[src/rtl/pipelined_add_accumulator_pkg.sv]
// Shared widths, FSM encodings and a saturating-increment helper for the split-half accumulator.
package pipelined_add_accumulator_pkg;

   localparam int DEF_WIDTH = 32;
   localparam int DEF_CNT_W = 8;

   localparam logic [1:0] ST_ACCEPT = 2'd0;
   localparam logic [1:0] ST_ADD_HI = 2'd1;
   localparam logic [1:0] ST_HOLD   = 2'd2;

   function automatic logic [DEF_CNT_W-1:0] sat_inc(input logic [DEF_CNT_W-1:0] v);
      return (v == '1) ? v : v + 1'b1;
   endfunction

endpackage

[src/rtl/pipelined_add_accumulator_if.sv]
// Operand stream in, frame result out; master is the upstream/downstream side, slave is the accumulator.
interface pipelined_add_accumulator_if #(
   parameter int WIDTH = 32,
   parameter int CNT_W = 8
);
   logic             in_valid;
   logic             in_ready;
   logic [WIDTH-1:0] in_data;
   logic             in_last;
   logic             out_valid;
   logic             out_ready;
   logic [WIDTH-1:0] out_sum;
   logic             out_ovf;
   logic [CNT_W-1:0] out_count;

   modport master (
      output in_valid, in_data, in_last, out_ready,
      input  in_ready, out_valid, out_sum, out_ovf, out_count
   );

   modport slave (
      input  in_valid, in_data, in_last, out_ready,
      output in_ready, out_valid, out_sum, out_ovf, out_count
   );
endinterface

[src/rtl/pipelined_add_accumulator_half_width_adder.sv]
// Combinational W-bit a+b+cin with carry out; shared by both accumulation phases.
module half_width_adder #(
   parameter int W = 16
) (
   input  logic [W-1:0] a_i,
   input  logic [W-1:0] b_i,
   input  logic         cin_i,
   output logic [W-1:0] sum_o,
   output logic         cout_o
);
   logic [W:0] full;

   assign full   = {1'b0, a_i} + {1'b0, b_i} + {{W{1'b0}}, cin_i};
   assign sum_o  = full[W-1:0];
   assign cout_o = full[W];
endmodule

[src/rtl/pipelined_add_accumulator.sv]
// Frame accumulator: each operand takes two cycles (low half, then high half + carry); result held until out_ready.
// Last beat reaches HOLD one cycle after its handshake; in_ready is low in ADD_HI and HOLD.
module pipelined_add_accumulator
   import pipelined_add_accumulator_pkg::*;
#(
   parameter int WIDTH = DEF_WIDTH,
   parameter int CNT_W = DEF_CNT_W
) (
   input logic                         clk,
   input logic                         rst,
   pipelined_add_accumulator_if.slave  bus
);
   localparam int HALF = WIDTH / 2;

   logic [1:0]       state_q, state_d;
   logic [WIDTH-1:0] acc_q, acc_d;
   logic             carry_q, carry_d;
   logic [HALF-1:0]  data_hi_q, data_hi_d;
   logic             last_q, last_d;
   logic             ovf_q, ovf_d;
   logic [CNT_W-1:0] cnt_q, cnt_d;

   logic [HALF-1:0]  add_a, add_b, add_sum;
   logic             add_cin, add_cout;
   logic             in_accept;

   // One adder serves both phases; the state selects which halves feed it.
   assign add_a   = (state_q == ST_ACCEPT) ? acc_q[HALF-1:0]        : acc_q[WIDTH-1:HALF];
   assign add_b   = (state_q == ST_ACCEPT) ? bus.in_data[HALF-1:0]  : data_hi_q;
   assign add_cin = (state_q == ST_ACCEPT) ? 1'b0                   : carry_q;

   half_width_adder #(.W(HALF)) u_adder (
      .a_i   (add_a),
      .b_i   (add_b),
      .cin_i (add_cin),
      .sum_o (add_sum),
      .cout_o(add_cout)
   );

   assign in_accept = (state_q == ST_ACCEPT) && bus.in_valid;

   always_comb begin
      state_d   = state_q;
      acc_d     = acc_q;
      carry_d   = carry_q;
      data_hi_d = data_hi_q;
      last_d    = last_q;
      ovf_d     = ovf_q;
      cnt_d     = cnt_q;
      case (state_q)
         ST_ACCEPT: begin
            if (in_accept) begin
               acc_d[HALF-1:0] = add_sum;
               carry_d         = add_cout;
               data_hi_d       = bus.in_data[WIDTH-1:HALF];
               last_d          = bus.in_last;
               state_d         = ST_ADD_HI;
            end
         end
         ST_ADD_HI: begin
            acc_d[WIDTH-1:HALF] = add_sum;
            ovf_d               = ovf_q | add_cout;
            cnt_d               = sat_inc(cnt_q);
            state_d             = last_q ? ST_HOLD : ST_ACCEPT;
         end
         ST_HOLD: begin
            if (bus.out_ready) begin
               acc_d   = '0;
               ovf_d   = 1'b0;
               cnt_d   = '0;
               state_d = ST_ACCEPT;
            end
         end
         default: state_d = ST_ACCEPT;
      endcase
   end

   always_ff @(posedge clk) begin
      if (rst) begin
         state_q   <= ST_ACCEPT;
         acc_q     <= '0;
         carry_q   <= 1'b0;
         data_hi_q <= '0;
         last_q    <= 1'b0;
         ovf_q     <= 1'b0;
         cnt_q     <= '0;
      end else begin
         state_q   <= state_d;
         acc_q     <= acc_d;
         carry_q   <= carry_d;
         data_hi_q <= data_hi_d;
         last_q    <= last_d;
         ovf_q     <= ovf_d;
         cnt_q     <= cnt_d;
      end
   end

   assign bus.in_ready  = (state_q == ST_ACCEPT);
   assign bus.out_valid = (state_q == ST_HOLD);
   assign bus.out_sum   = acc_q;
   assign bus.out_ovf   = ovf_q;
   assign bus.out_count = cnt_q;
endmodule

[src/flat_wrapper.sv]
// flat-port wrapper written by rule: the top's interface ports become plain ports
module pipelined_add_accumulator_flat import pipelined_add_accumulator_pkg::*;
#(
   parameter int WIDTH = DEF_WIDTH,
   parameter int CNT_W = DEF_CNT_W
)
  (clk, rst, bus_in_valid, bus_in_data, bus_in_last, bus_out_ready, bus_in_ready, bus_out_valid, bus_out_sum, bus_out_ovf, bus_out_count);
  pipelined_add_accumulator_if #(.WIDTH(WIDTH), .CNT_W(CNT_W)) bus_i ();
  input logic clk;
  input logic rst;
  input wire logic [$bits(bus_i.in_valid)-1:0] bus_in_valid;
  input wire logic [$bits(bus_i.in_data)-1:0] bus_in_data;
  input wire logic [$bits(bus_i.in_last)-1:0] bus_in_last;
  input wire logic [$bits(bus_i.out_ready)-1:0] bus_out_ready;
  output wire logic [$bits(bus_i.in_ready)-1:0] bus_in_ready;
  output wire logic [$bits(bus_i.out_valid)-1:0] bus_out_valid;
  output wire logic [$bits(bus_i.out_sum)-1:0] bus_out_sum;
  output wire logic [$bits(bus_i.out_ovf)-1:0] bus_out_ovf;
  output wire logic [$bits(bus_i.out_count)-1:0] bus_out_count;
  assign bus_i.in_valid = bus_in_valid;
  assign bus_i.in_data = bus_in_data;
  assign bus_i.in_last = bus_in_last;
  assign bus_i.out_ready = bus_out_ready;
  assign bus_in_ready = bus_i.in_ready;
  assign bus_out_valid = bus_i.out_valid;
  assign bus_out_sum = bus_i.out_sum;
  assign bus_out_ovf = bus_i.out_ovf;
  assign bus_out_count = bus_i.out_count;
  pipelined_add_accumulator #(.WIDTH(WIDTH), .CNT_W(CNT_W)) u_core (.clk(clk), .rst(rst), .bus(bus_i));
endmodule
[config.mk]
export PLATFORM = sky130hd
export DESIGN_NAME = pipelined_add_accumulator_flat
export DESIGN_NICKNAME = d
export VERILOG_FILES = /design/src/rtl/pipelined_add_accumulator_pkg.sv /design/src/rtl/pipelined_add_accumulator_if.sv /design/src/rtl/pipelined_add_accumulator_half_width_adder.sv /design/src/rtl/pipelined_add_accumulator.sv /design/src/flat_wrapper.sv
export SDC_FILE = /design/constraint.sdc
export NUM_CORES = 1
export LEC_CHECK = 0
export BUFFER_PORTS_ARGS = -buffer_cell sky130_fd_sc_hd__buf_2
export CAP_MARGIN = 5
export CORE_MARGIN = 2
export CORE_UTILIZATION = 45
export CTS_CLUSTER_SIZE = 24
export DETAILED_ROUTE_END_ITERATION = 8
export PLACE_DENSITY = 0.77
export RECOVER_POWER = 50
export SYNTH_ARGS = -nofsm -noshare
export SYNTH_HDL_FRONTEND = slang
export SYNTH_SLANG_ARGS = --single-unit
[constraint.sdc]
create_clock -name clk -period 8.2 [get_ports clk]
set_clock_uncertainty 0.05 [all_clocks]
set_input_delay 1.64 -clock clk [delete_from_list [all_inputs] [get_ports clk]]
set_output_delay 1.64 -clock clk [all_outputs]
set_load 0.02 [all_outputs]
==> flow_metrics.py <==
metrics = {
    "sta": {
        "tns_ps": 0,
        "tightest_slew_ps": 1990,
        "rsz0062_at_grt": "false",
        "setup-violations-final": 0,
        "finalCriticalPeriod_ps": 3900,
        "final_max_slew_viol_count": 46,
        "maxSlewHeadroom_pct": -32.5,
        "fin_crit_sh_pct": 47.5,
        "final_hold_viol_count": 0,
        "worst_slack_ps": 4300,
        "timing.fmax_mhz": 256,
    },
    "setup_path": {
        "max_stage_delay_ps": 650,
        "cp-start-kind": "flip-flop",
        "r2r_slack_ps": 4300,
        "setup.worst_path.end_class": "flip-flop",
        "path_class": "reg -> reg",
        "crit_start": "u_core.state_q[1]",
        "path_max_fanout": 25,
        "cp.arrival_ps": 4080,
        "r2r_cells": 10,
        "path_cells": "nor2_2 -> buf_4 -> mux2_2 -> ha_1 -> o211ai_1 -> a21oi_1 -> o21ai_1 -> o41ai_1 -> xor2_1 -> a22o_1",
        "r2r-end": "u_core.bus.out_sum[31]",
        "r2r-start": "u_core.state_q[1]",
        "slowest_stage": "o41ai_1",
        "crit_end": "u_core.bus.out_sum[31]",
        "worstPathRequired_ps": 8380,
    },
    "place": {
        "numPortBuffers": 79,
        "place.gp.congestion": 0.927,
        "dpl.hpwl_mm": 6.06,
        "pre_cts_ws_ps": 4060,
    },
    "logic_synthesis": {
        "ys_types": 46,
        "yosys.area.top_type": "dfxtp_1",
        "syn_avg_cell_area_um2": 8.86,
        "ys_ff_latch": 61,
        "synth_top_area_share_pct": 37.1,
        "synth_edf_count": 0,
        "synth_top_family_by_area": "compound AO/OA/AOI/OAI gates",
        "synthMuxAreaShare_pct": 11.8,
        "synth_area_leaders": "dfxtp_1 (37%), mux2_2 (10%), nand2_1 (6.7%)",
        "yosysSeqAreaShare_pct": 37.1,
        "postSynthCellCount": 372,
        "yosysWarnings": 0,
        "synth-compound-area-share_pct": 18.7,
        "synthAdderAreaFrac_pct": 7.29,
        "synth-simple-area-share_pct": 17.1,
        "synth_nets": 427,
        "async_flop_share_pct": 0,
        "synth_flop_cell": "dfxtp_1",
        "syn_area_um2": 3300,
        "synthXorXnorAreaFrac_pct": 4.78,
    },
    "detailed_routing": {
        "avgViaCountPerCell": 5.31,
        "postRouteAntennaNets": 0,
        "drt_iter0_markers": 95,
        "drc_errors": 0,
        "detail_route.wl_per_cell_um": 15.3,
        "wirelength_mm": 8.38,
        "num_vias": 2917,
        "firstDrtPassIters": 5,
    },
    "pwr": {
        "p_switching_uw": 282,
        "p_seq_share_pct": 40.6,
        "pwr-share-clk_pct": 31.7,
        "p_int_uw": 560,
        "p_comb_share_pct": 27.7,
        "power.density_nw_per_um2": 216,
        "p_leak_nw": 1.64,
        "ir_worst_vdd_mv": 0.129,
        "switching_share_pct": 33.4,
    },
    "global_routing": {
        "met1_usage_pct": 27.9,
        "grt.total_usage_pct": 21.4,
        "grt_antenna_before_repair": 0,
        "grt_pass1_wl_mm": 13.1,
        "grtUsageMet3_pct": 4.39,
        "busiest_layer": "met2",
        "grt_pass1_vias": 2752,
        "grt_max_degree": 46,
        "grt_overflow_total": 0,
        "grtUsageMet2_pct": 33.6,
    },
    "cts": {
        "cts.sinks": 61,
        "insertion_delay_ps": 340,
        "postCtsSetupBuffers": 0,
        "cts_buffers": 9,
        "root_buffer": "clkbuf_8",
        "post_cts_resized": 0,
        "path_clk_slew_ps": 70,
        "htree_levels": 3,
        "hold_buffers": 0,
        "tritoncts": "yes",
        "cts_max_path_buffers": 2,
    },
    "die": {
        "dieArea_um2": 8020,
        "die_h_um": 89.6,
        "start_util_pct": 45.9,
        "die_x_um": 89.6,
        "fp.coreArea_um2": 7180,
        "num_rows": 31,
        "ios": 80,
    },
    "flow_run": {
        "drv_cap": 1,
    },
    "finish": {
        "nNetsFinal": 500,
        "syn2layout_area_growth_pct": 18.1,
        "layout_commonest_cell": "dfxtp_1",
        "drive_above_1_share_pct": 20.9,
        "fill_cells": 706,
        "diodes": 0,
        "layout_common_cells": "dfxtp_1 (61), nand2_1 (59), clkbuf_1 (43)",
    },
    "run_status": {
        "violations": "capacitance limit, slew limit",
        "status": "finished with violations",
    },
    "min_path": {
        "worstHoldPathType": "reg -> reg",
    },
}
[routing by layer]
layer	up-vias	part of all wire, %	wire length, um
met5	-	0	0
met4	0	3.1	257
met3	21	4.1	346
met2	73	46	3840
met1	1355	47	3940
li1	1468	-	-
[area by class of cell]
cell class / count / area [um^2] / area share, %
clock inverter: 4 / 47.5 / 1.22
sequential: 61 / 1220 / 31.4
inverter: 6 / 25.0 / 0.643
multi-input combinational: 286 / 1970 / 50.6
tap: 99 / 124 / 3.18
clock buffer: 12 / 145 / 3.73
timing repair buffer: 81 / 359 / 9.23
[flip-flops by register name (all words and copies together) (netlist names)]
signal,cells
u_core.bus.out_sum,32
u_core.data_hi_q,16
u_core.bus.out_count,8
u_core.state_q,2
u_core.bus.out_ovf,1
u_core.carry_q,1
u_core.last_q,1
[how the worst min path moves through the flow]
stage / startpoint / end / slack [ps] / depth (start not counted)
2_1_floorplan: u_core.data_hi_q[10] / u_core.data_hi_q[10] / 380 / 2
3_3_place_gp: u_core.data_hi_q[13] / u_core.data_hi_q[13] / 390 / 2
3_5_place_dp: u_core.data_hi_q[7] / u_core.data_hi_q[7] / 400 / 2
4_1_cts: u_core.data_hi_q[7] / u_core.data_hi_q[7] / 410 / 2
5_1_grt: u_core.data_hi_q[12] / u_core.data_hi_q[12] / 420 / 2
6_report: u_core.data_hi_q[6] / u_core.data_hi_q[6] / 410 / 2
[logic make-up after synthesis]
logic type | Yosys count
buf+inv | 25
xor+xnor | 18
flops | 61
simple gates | 119
fa+ha+maj | 18
compound gates | 96
mux | 35
[synth_stat cells, types with 3 or more instances]
cell type,instances
a22oi_1,5
or3_1,5
nor2_1,26
a21oi_1,42
o21ai_0,11
a22o_1,15
mux2i_1,5
o211ai_1,3
buf_2,3
ha_1,16
nand3b_1,3
mux2_2,30
nand2_1,59
nand4_1,4
nor3_1,3
inv_1,5
xor2_1,12
clkbuf_1,15
dfxtp_1,61
xnor2_1,6
nand2b_1,4
[power by group through the flow]
stage	clock, mW	combinational [mW]	sequential (mW)
2_1_floorplan	0	0.150	0.366
3_3_place_gp	0	0.231	0.346
6_report	0.267	0.233	0.342
4_1_cts	0.270	0.238	0.341
5_1_grt	0.281	0.258	0.345
3_5_place_dp	0	0.236	0.347
[metrics by stage]
stage / power, mW / hold slack, ps / std cells / area [um^2] / utilization (%)
final: 0.842 / 405 / 549 / 3890 / 54.2
after global routing: 0.884 / 422 / 549 / 3890 / 54.2
after CTS: 0.849 / 406 / 549 / 3940 / 54.9
after detailed placement: 0.584 / 396 / 533 / 3750 / 52.3
after global placement: 0.578 / 389 / 533 / 3750 / 52.3
after floorplan: 0.516 / 384 / 372 / 3300 / -
[worst max-delay path: cells and delay by family (launching register included)]
| family | cells | cell delay (ps) |
|---|---|---|
| compound gates | 5 | 1480 |
| flops | 1 | 390 |
| simple gates | 1 | 500 |
| fa+ha+maj | 1 | 350 |
| xor+xnor | 1 | 180 |
| mux | 1 | 390 |
| buf+inv | 1 | 440 |
Power figures use the tool's default switching activity.
